`src/rtl/isa_pkg.sv`:
```
// ISA constants for the 8-bit microprocessor: instruction field positions,
// opcode numbers, and the ALU function, branch-select and write-back encodings.
package isa_pkg;

    localparam int unsigned INSTR_W    = 17;
    localparam int unsigned OPCODE_MSB = 16;
    localparam int unsigned OPCODE_LSB = 12;
    localparam int unsigned DA_MSB     = 11;
    localparam int unsigned DA_LSB     = 9;
    localparam int unsigned AA_MSB     = 8;
    localparam int unsigned AA_LSB     = 6;
    localparam int unsigned BA_MSB     = 5;
    localparam int unsigned BA_LSB     = 3;
    localparam int unsigned OP_MSB     = 2;
    localparam int unsigned OP_LSB     = 0;

    typedef enum logic [4:0] {
        OPC_NOP  = 5'd0,
        OPC_MOV  = 5'd1,
        OPC_INC  = 5'd2,
        OPC_ADD  = 5'd3,
        OPC_SUB  = 5'd4,
        OPC_DEC  = 5'd5,
        OPC_AND  = 5'd6,
        OPC_OR   = 5'd7,
        OPC_XOR  = 5'd8,
        OPC_NOT  = 5'd9,
        OPC_MOVB = 5'd10,
        OPC_SHR  = 5'd11,
        OPC_SHL  = 5'd12,
        OPC_LDI  = 5'd13,
        OPC_ADI  = 5'd14,
        OPC_LD   = 5'd15,
        OPC_ST   = 5'd16,
        OPC_IN   = 5'd17,
        OPC_OUT  = 5'd18,
        OPC_BRZ  = 5'd19,
        OPC_JMP  = 5'd20
    } opcode_t;

    typedef enum logic [3:0] {
        FS_A     = 4'b0000,
        FS_INC   = 4'b0001,
        FS_ADD   = 4'b0010,
        FS_SUB   = 4'b0101,
        FS_DEC   = 4'b0110,
        FS_AND   = 4'b1000,
        FS_OR    = 4'b1001,
        FS_XOR   = 4'b1010,
        FS_NOT   = 4'b1011,
        FS_B     = 4'b1100,
        FS_SHR   = 4'b1101,
        FS_SHL   = 4'b1110
    } fs_t;

    typedef enum logic [1:0] {
        BS_NEXT = 2'b00,
        BS_COND = 2'b01,
        BS_JUMP = 2'b10,
        BS_RSVD = 2'b11
    } bs_t;

    typedef enum logic [1:0] {
        MD_ALU  = 2'b00,
        MD_MEM  = 2'b01,
        MD_PORT = 2'b10,
        MD_RSVD = 2'b11
    } md_t;

endpackage

```
`src/rtl/id_decode_logic.sv`:
```
// Combinational opcode-to-control map; unlisted and illegal opcodes yield
// an all-zero (NOP) control word.
module id_decode_logic
    import isa_pkg::*;
(
    input  logic [4:0] opcode,
    input  logic [2:0] op,
    output logic [1:0] bs,
    output logic       ps,
    output logic       mw,
    output logic       rw,
    output logic       ma,
    output logic       mb,
    output logic [1:0] md,
    output logic [3:0] fs,
    output logic [2:0] sh,
    output logic       cs,
    output logic       oe
);

    always_comb begin
        bs = BS_NEXT;
        ps = 1'b0;
        mw = 1'b0;
        rw = 1'b0;
        ma = 1'b0;
        mb = 1'b0;
        md = MD_ALU;
        fs = FS_A;
        sh = '0;
        cs = 1'b0;
        oe = 1'b0;

        case (opcode)
            OPC_MOV:  begin rw = 1'b1; fs = FS_A;   end
            OPC_INC:  begin rw = 1'b1; fs = FS_INC; end
            OPC_ADD:  begin rw = 1'b1; fs = FS_ADD; end
            OPC_SUB:  begin rw = 1'b1; fs = FS_SUB; end
            OPC_DEC:  begin rw = 1'b1; fs = FS_DEC; end
            OPC_AND:  begin rw = 1'b1; fs = FS_AND; end
            OPC_OR:   begin rw = 1'b1; fs = FS_OR;  end
            OPC_XOR:  begin rw = 1'b1; fs = FS_XOR; end
            OPC_NOT:  begin rw = 1'b1; fs = FS_NOT; end
            OPC_MOVB: begin rw = 1'b1; fs = FS_B;   end
            OPC_SHR:  begin rw = 1'b1; fs = FS_SHR; sh = op; end
            OPC_SHL:  begin rw = 1'b1; fs = FS_SHL; sh = op; end
            OPC_LDI:  begin rw = 1'b1; fs = FS_B;   mb = 1'b1; end
            OPC_ADI:  begin rw = 1'b1; fs = FS_ADD; mb = 1'b1; cs = 1'b1; end
            OPC_LD:   begin rw = 1'b1; md = MD_MEM;  end
            OPC_ST:   begin mw = 1'b1; end
            OPC_IN:   begin rw = 1'b1; md = MD_PORT; end
            OPC_OUT:  begin oe = 1'b1; end
            // Branch target PC + sign-extended OP is formed on the ALU adder.
            OPC_BRZ:  begin
                bs = BS_COND;
                ps = 1'b1;
                ma = 1'b1;
                mb = 1'b1;
                cs = 1'b1;
                fs = FS_ADD;
            end
            OPC_JMP:  begin bs = BS_JUMP; end
            default:  ;
        endcase
    end

endmodule

```
`src/rtl/instruction_decoder.sv`:
```
// Registered instruction decoder: register-address pass-through plus the
// decoded control word, captured each rising edge with synchronous reset.
module instruction_decoder
    import isa_pkg::*;
(
    input  logic        clk,
    input  logic        rst,
    input  logic [16:0] Instruction_in,
    output logic [2:0]  DA,
    output logic [2:0]  AA,
    output logic [2:0]  BA,
    output logic [1:0]  BS,
    output logic        PS,
    output logic        MW,
    output logic        RW,
    output logic        MA,
    output logic        MB,
    output logic [1:0]  MD,
    output logic [3:0]  FS,
    output logic [2:0]  SH,
    output logic        CS,
    output logic        OE
);

    logic [1:0] bs_d;
    logic       ps_d;
    logic       mw_d;
    logic       rw_d;
    logic       ma_d;
    logic       mb_d;
    logic [1:0] md_d;
    logic [3:0] fs_d;
    logic [2:0] sh_d;
    logic       cs_d;
    logic       oe_d;

    id_decode_logic u_decode (
        .opcode (Instruction_in[OPCODE_MSB:OPCODE_LSB]),
        .op     (Instruction_in[OP_MSB:OP_LSB]),
        .bs     (bs_d),
        .ps     (ps_d),
        .mw     (mw_d),
        .rw     (rw_d),
        .ma     (ma_d),
        .mb     (mb_d),
        .md     (md_d),
        .fs     (fs_d),
        .sh     (sh_d),
        .cs     (cs_d),
        .oe     (oe_d)
    );

    always_ff @(posedge clk) begin
        if (rst) begin
            DA <= '0;
            AA <= '0;
            BA <= '0;
            BS <= '0;
            PS <= 1'b0;
            MW <= 1'b0;
            RW <= 1'b0;
            MA <= 1'b0;
            MB <= 1'b0;
            MD <= '0;
            FS <= '0;
            SH <= '0;
            CS <= 1'b0;
            OE <= 1'b0;
        end else begin
            DA <= Instruction_in[DA_MSB:DA_LSB];
            AA <= Instruction_in[AA_MSB:AA_LSB];
            BA <= Instruction_in[BA_MSB:BA_LSB];
            BS <= bs_d;
            PS <= ps_d;
            MW <= mw_d;
            RW <= rw_d;
            MA <= ma_d;
            MB <= mb_d;
            MD <= md_d;
            FS <= fs_d;
            SH <= sh_d;
            CS <= cs_d;
            OE <= oe_d;
        end
    end

endmodule

```
`config.mk`:
```
export PLATFORM = sky130hd
export DESIGN_NAME = instruction_decoder
export DESIGN_NICKNAME = d
export VERILOG_FILES = /design/src/rtl/isa_pkg.sv /design/src/rtl/id_decode_logic.sv /design/src/rtl/instruction_decoder.sv
export SDC_FILE = /design/constraint.sdc
export NUM_CORES = 1
export LEC_CHECK = 0
export ABC_CLOCK_PERIOD_IN_PS = 1000
export BUFFER_PORTS_ARGS = -buffer_cell sky130_fd_sc_hd__buf_4
export CAP_MARGIN = 20
export CORE_MARGIN = 3
export CORE_UTILIZATION = 40
export CTS_BUF_LIST = sky130_fd_sc_hd__clkbuf_8
export DETAILED_ROUTE_END_ITERATION = 8
export GPL_TIMING_DRIVEN = 0
export HOLD_SLACK_MARGIN = 0.02
export PLACE_DENSITY_LB_ADDON = 0.25
export SLEW_MARGIN = 10
export SYNTH_ARGS = -nofsm -noshare
export SYNTH_HDL_FRONTEND = slang
export SYNTH_SLANG_ARGS = --single-unit
```
`constraint.sdc`:
```
create_clock -name clk -period 1 [get_ports clk]
set_clock_uncertainty 0.2 [all_clocks]
set_input_delay 0.05 -clock clk [delete_from_list [all_inputs] [get_ports clk]]
set_output_delay 0.05 -clock clk [all_outputs]
set_load 0.01 [all_outputs]
```
==> results of run 1 <==
## stage by stage
| step | TNS, ps | power, mW | std cells | utilization (%) | hold WS [ps] |
|---|---|---|---|---|---|
| global placement | -2940 | 1.31 | 158 | 62.0 | 52.2 |
| floorplan | 0 | 1.18 | 86 | - | -44.0 |
| detailed placement | -3190 | 1.31 | 158 | 62.0 | 59.7 |
| CTS | -195 | 1.92 | 175 | 71.7 | -149 |
| finish | -136 | 1.92 | 174 | 71.6 | -147 |
| global route | -252 | 2.01 | 174 | 71.6 | -141 |
## critical path: cells and delay by family (launching register included)
family	cells	cell delay (ps)
DFF	1	340
buffers and inverters	2	220
## cell usage in the layout, fill, tap and decap left out
cell type and count:
dlygate4sd3_1 12, a21oi_1 1, a2111oi_2 1, o32ai_1 1, a21boi_0 1, and2b_1 1
and2_1 3, buf_2 2, and4bb_1 1, nor4_1 2, buf_6 4, dfxtp_1 24
clkinvlp_4 1, o21ai_0 1, clkbuf_2 2, and3b_1 2, or4b_1 1, nor2b_1 9
nand3b_1 1, nor3b_1 2, a31oi_1 2, nor3_1 6, xnor2_1 2, buf_4 44
nor2_1 3, inv_2 1, nand2_1 5, and3_1 1, nor2_2 1, dfxtp_2 1
clkbuf_8 3, mux2i_1 1, clkbuf_1 1, a221oi_1 1, o21a_1 1, inv_1 1
nor4b_1 1
## worst max-delay path by stage
| stage | end | slack [ps] | cells past startpoint |
|---|---|---|---|
| after floorplan | MB | 10 | 3 |
| after global placement | MB | -210 | 4 |
| after detailed placement | MD[0] | -230 | 4 |
| after CTS | BS[0] | -70 | 2 |
| after global routing | BS[0] | -90 | 2 |
| final | PS | -70 | 2 |
## flip-flops by register name, indices dropped and copies added (netlist names)
name  count
RW        1
CS        1
OE        1
MA        1
MD        2
AA        3
DA        3
SH        3
FS        4
BS        1
MB        1
MW        1
BA        3
## where the power goes
part	internal, mW	switching, mW	total (mW)
combinational	0.170	0.127	0.297
clock	0.282	0.307	0.589
sequential	1.03	0.00874	1.04
total	1.48	0.443	1.92
## logic make-up after synthesis
kind of cell	share of synthesized area, %
muxes	1.14
and+or+nand+nor	27.0
DFF	57.1
AOI/OAI and AO/OA	7.42
xor gates and xnor gates	2.00
buffers and inverters	5.42
## final cells by class
cell class	count	area, sq um
buffer	8	53.8
clock inverter	1	7.51
tap	27	33.8
inverter	2	7.51
clock buffer	3	41.3
fill	150	574
timing repair buffer	57	465
multi-input combinational	51	337
sequential	25	502
## layer usage
| metal | vias up | part of all wire [%] | wire (microns) |
|---|---|---|---|
| li1 | 415 | - | - |
| met1 | 358 | 43 | 884 |
| met2 | 30 | 50 | 1040 |
| met3 | 4 | 6.1 | 126 |
| met4 | 0 | 0.53 | 11 |
| met5 | - | 0 | 0 |
## timing repair
action,CTS,global route
setup endpoints to repair,3,9
gates cloned,0,0
pin swaps,0,2
gates resized for setup,5,4
endpoints found under the hold margin,20,5
==> run_results.csv, run 1 <==
group,metric,value,unit
run_status,violations,"hold timing, setup timing",
clock_tree,cts_max_level,1,
run_status,status,"finished, violations left",
global_routing,grt_pass1_wl,3200,microns
clock_tree,clockBufferDepth,2,
timing,hold_viol_final,7,
global_routing,grtUsageMet3,2.85,%
final_layout,area_growth,65.1,%
critical_path,critPathSlowestCell,"dfxtp_2",
logic_synthesis,synth_common_cells,"dfxtp_1, nor2b_1, nor3_1",
clock_tree,cts_tree,"built",
timing,rsz0062_at_grt,"yes",
timing,worstMarginPinSlew,418,ps
final_layout,nets,167,
pwr,vdd.ir_drop.worst,1110,uV
timing,fin_ws,-68.4,ps
logic_synthesis,yosysUniqueCellTypes,31,
critical_path,cpMostUsedCell,"buf_6",
floorplanning,die_area,2790,sq um
hold_path,holdCritStartpoint,"Instruction_in[15]",
floorplanning,die_h,52.8,microns
detailed_routing,routed_wl,2060,microns
logic_synthesis,yosys_warnings,0,
critical_path,arrival,820,ps
global_routing,grt_pass1_vias,764,
logic_synthesis,yosysTopAreaCell,"dfxtp_1",
clock_tree,post-cts-setup-buffers,0,
detailed_routing,drt_first_pass_iters,4,
logic_synthesis,netlist_area,877,sq um
timing,setup_viol,2,
timing,fmax,936,MHz
detailed_routing,ant_nets,0,
floorplanning,io_pins,46,
critical_path,crit_fanout,3,
logic_synthesis,synthCells,86,
logic_synthesis,synth_flop_cell,"dfxtp_1",
critical_path,crit_required,750,ps
global_routing,gr-max-usage-layer,"met2",
logic_synthesis,netlist.area_leader.share,57.1,%
place,place_congestion,0.789,
logic_synthesis,avgSynthCellArea,10.2,sq um
logic_synthesis,synth_edf_count,0,
global_routing,antenna_found_initial,0,
place,dp_worst_setup_slack,-227,ps
critical_path,worstPathCellList,"buf_6, buf_6",
global_routing,grt_max_degree,16,
timing,hold_slack,-147,ps
timing,period_minus_slack,1070,ps
critical_path,start_kind,"flip-flop",
critical_path,end_kind,"output port",
logic_synthesis,synth_fp_nets,105,
detailed_routing,via_per_inst,4.64,
timing,drv_slew,0,
job,drv_cap,0,
floorplanning,initial_utilization,43.4,%
critical_path,critical_path.startpoint,"MA",
detailed_routing,initialDrtViolationCount,6,
detailed_routing,route.detailed.drc,0,
pwr,p_leak,0.664,nW
logic_synthesis,ys_ff_latch,25,
logic_synthesis,synthArstFlopShare,0,%
floorplanning,die_x,52.8,microns
global_routing,track_usage,15.7,%
clock_tree,clkSinkCount,25,
clock_tree,clockRootBuffer,"clkbuf_8",
logic_synthesis,seq_area_frac_synth,57.1,%
timing,period_share,107,%
hold_path,hold_class,"in -> reg",
place,placed_area,1250,sq um
logic_synthesis,synthTopCellsByArea,"dfxtp_1, nor2b_1, nor3_1, and2_1, nand2_1",
timing,timing.slew.headroom,72.1,%
place,hpwl,1370,microns
detailed_routing,wl_per_cell,11.9,microns
global_routing,grt-ovfl-total,0,
hold_path,hold_end,"FS[0]",
place,portBuffers,45,
global_routing,globalRouteMet2Util,27.3,%
clock_tree,path_clk_slew,80,ps
critical_path,critPathMaxStageDelay,340,ps
floorplanning,row_count,16,
clock_tree,postCtsHoldBufs,13,
hold_path,holdPathStages,2,
detailed_routing,num_vias,807,
floorplanning,core,2020,sq um
critical_path,criticalPathCategory,"reg -> out",
clock_tree,cts_made_buffers,3,
logic_synthesis,yosysMostFrequentCell,"dfxtp_1",
final_layout,antenna_cells,0,
final_layout,drive_above_1_share,40.8,%
final_layout,stdcell_area,1450,sq um
global_routing,met1_usage,18.6,%
pwr,power.density,1330,nW/um^2
Note: power is estimated with default switching activity, not from simulation.
==> inputs of run 2 (changes only) <==
Settings changed: RECOVER_POWER set to 25.
==> run 2 against run 1 <==
  * The flow still finishes with violations (hold timing, setup timing)
  * Clock power shrank 0.7%
  * Design area shrank 0.61%
  * Setup slack is essentially flat
  * Count of clock-buffer cells in the layout is the same
  * Global-route usage is the same
  * First-iteration DRC count is the same
  * Flip-flop and latch count is the same
  * Wire length grew 0.48%
  * Cell count is the same
  * Utilization shrank 0.43 points
  * Die area is the same
  * Fmax is essentially flat
==> run_results.csv, run 2 (synthesized netlist as in run 1, its figures left out) <==
group,metric,value,unit
run_status,status,"finished, violations left",
run_status,violations,"hold timing, setup timing",
global_routing,grt_pass1_vias,764,
floorplanning,die_x,52.8,microns
final_layout,area_growth,64.1,%
critical_path,start_kind,"flip-flop",
final_layout,stdcell_area,1440,sq um
clock_tree,post-cts-setup-buffers,0,
detailed_routing,via_per_inst,4.60,
global_routing,grt_pass1_wl,3200,microns
critical_path,critPathSlowestCell,"dfxtp_2",
global_routing,grt-ovfl-total,0,
timing,timing.slew.headroom,72.2,%
hold_path,hold_class,"in -> reg",
final_layout,layout_common_cells,"buf_4, dfxtp_1, dlygate4sd3_1, nor2b_1, nor3_1",
timing,finalSetupTns,-153,ps
floorplanning,die_area,2790,sq um
floorplanning,initial_utilization,43.4,%
detailed_routing,drt_first_pass_iters,4,
critical_path,criticalPathCategory,"reg -> out",
timing,drv_slew,0,
critical_path,arrival,820,ps
detailed_routing,wl_per_cell,11.9,microns
final_layout,final_common_cell,"buf_4",
place,placed_area,1250,sq um
detailed_routing,routed_wl,2070,microns
global_routing,grt_max_degree,16,
final_layout,largest_register_ffs,4,
pwr,power.density,1330,nW/um^2
timing,fin_ws,-68.3,ps
clock_tree,clockRootBuffer,"clkbuf_8",
timing,period_share,107,%
clock_tree,path_clk_slew,80,ps
critical_path,crit_fanout,3,
detailed_routing,ant_nets,0,
clock_tree,cts_max_level,1,
pwr,p_leak,0.654,nW
timing,worstMarginPinSlew,418,ps
critical_path,critical_path.startpoint,"MA",
timing,period_minus_slack,1070,ps
clock_tree,clkSinkCount,25,
detailed_routing,num_vias,800,
timing,fmax,936,MHz
place,hpwl,1370,microns
global_routing,track_usage,15.7,%
critical_path,critPathMaxStageDelay,340,ps
critical_path,crit_buf_inv,2,
pwr,vdd.ir_drop.worst,1100,uV
critical_path,worstSetupEndpoint,"PS",
timing,rsz0062_at_grt,"yes",
critical_path,end_kind,"output port",
clock_tree,postCtsHoldBufs,13,
floorplanning,row_count,16,
place,portBuffers,45,
final_layout,largest_register,"FS",
timing,hold_viol_final,5,
floorplanning,core,2020,sq um
timing,setup_viol,4,
clock_tree,clockBufferDepth,2,
detailed_routing,route.detailed.drc,0,
critical_path,path_depth,2,
hold_path,holdCritStartpoint,"Instruction_in[15]",
critical_path,cpMostUsedCell,"buf_6",
place,place_congestion,0.789,
job,drv_cap,0,
final_layout,nets,167,
critical_path,crit_required,750,ps
final_layout,drive_above_1_share,38.8,%
clock_tree,cts_tree,"built",
clock_tree,cts_made_buffers,3,
critical_path,worstPathCellList,"buf_6, buf_6",
timing,hold_slack,-146,ps
floorplanning,io_pins,46,
final_layout,antenna_cells,0,
floorplanning,die_h,52.8,microns
detailed_routing,initialDrtViolationCount,6,
critical_path,cpLargestDelayFamily,"flip-flops",
global_routing,antenna_found_initial,0,
run 2: cell count changes in the layout (fill, tap and decap cells not counted), sizes merged:
cell and change:
clkbuf +6, buf -6
run 2: report_power, final:
part	switching [mW]	internal, mW
clock network	0.303	0.282
logic	0.128	0.165
registers	0.00873	1.03
total	0.439	1.48
run 2: per-layer routing:
metal	vias to the layer above	share of wire [%]	global-route usage, %
met1	355	43	18.6
met5	-	0	0
met4	0	0.53	6.38
met3	4	6.1	2.85
met2	28	50	27.3
li1	413	-	-
run 2: final cells by class:
type                            instances  area, sq um
Timing Repair Buffer                   57          458
Inverter                                2         7.51
Fill cell                             152          583
Buffer                                  8         52.6
Clock inverter                          1         7.51
Clock buffer                            3         41.3
Sequential cell                        25          502
Tap cell                               27         33.8
Multi-Input combinational cell         51          337
run 2: how the worst min path moves through the flow:
stage,to,slack [ps],depth (start not counted)
2_1_floorplan,FS[0],-40,1
3_3_place_gp,SH[1],50,2
3_5_place_dp,SH[2],60,2
4_1_cts,FS[0],-150,2
5_1_grt,FS[0],-140,2
6_report,FS[0],-150,2
run 2: repair_timing:
item / 4_1_cts / 5_1_grt
endpoints found under the hold margin: 20 / 5
gates cloned: 0 / 0
resized for setup: 5 / 4
pin swaps: 0 / 2
setup endpoints to repair: 3 / 9
run 2: stage by stage:
stage	power [mW]	std cells	util [%]	hold WS (ps)	worst slack, ps
after floorplan	1.18	86	-	-44.0	10.9
after global placement	1.31	158	62.0	52.2	-206
after detailed placement	1.31	158	62.0	59.7	-227
after CTS	1.92	175	71.7	-149	-70.2
after global routing	2.00	174	71.2	-141	-93.0
final	1.92	174	71.2	-146	-68.3
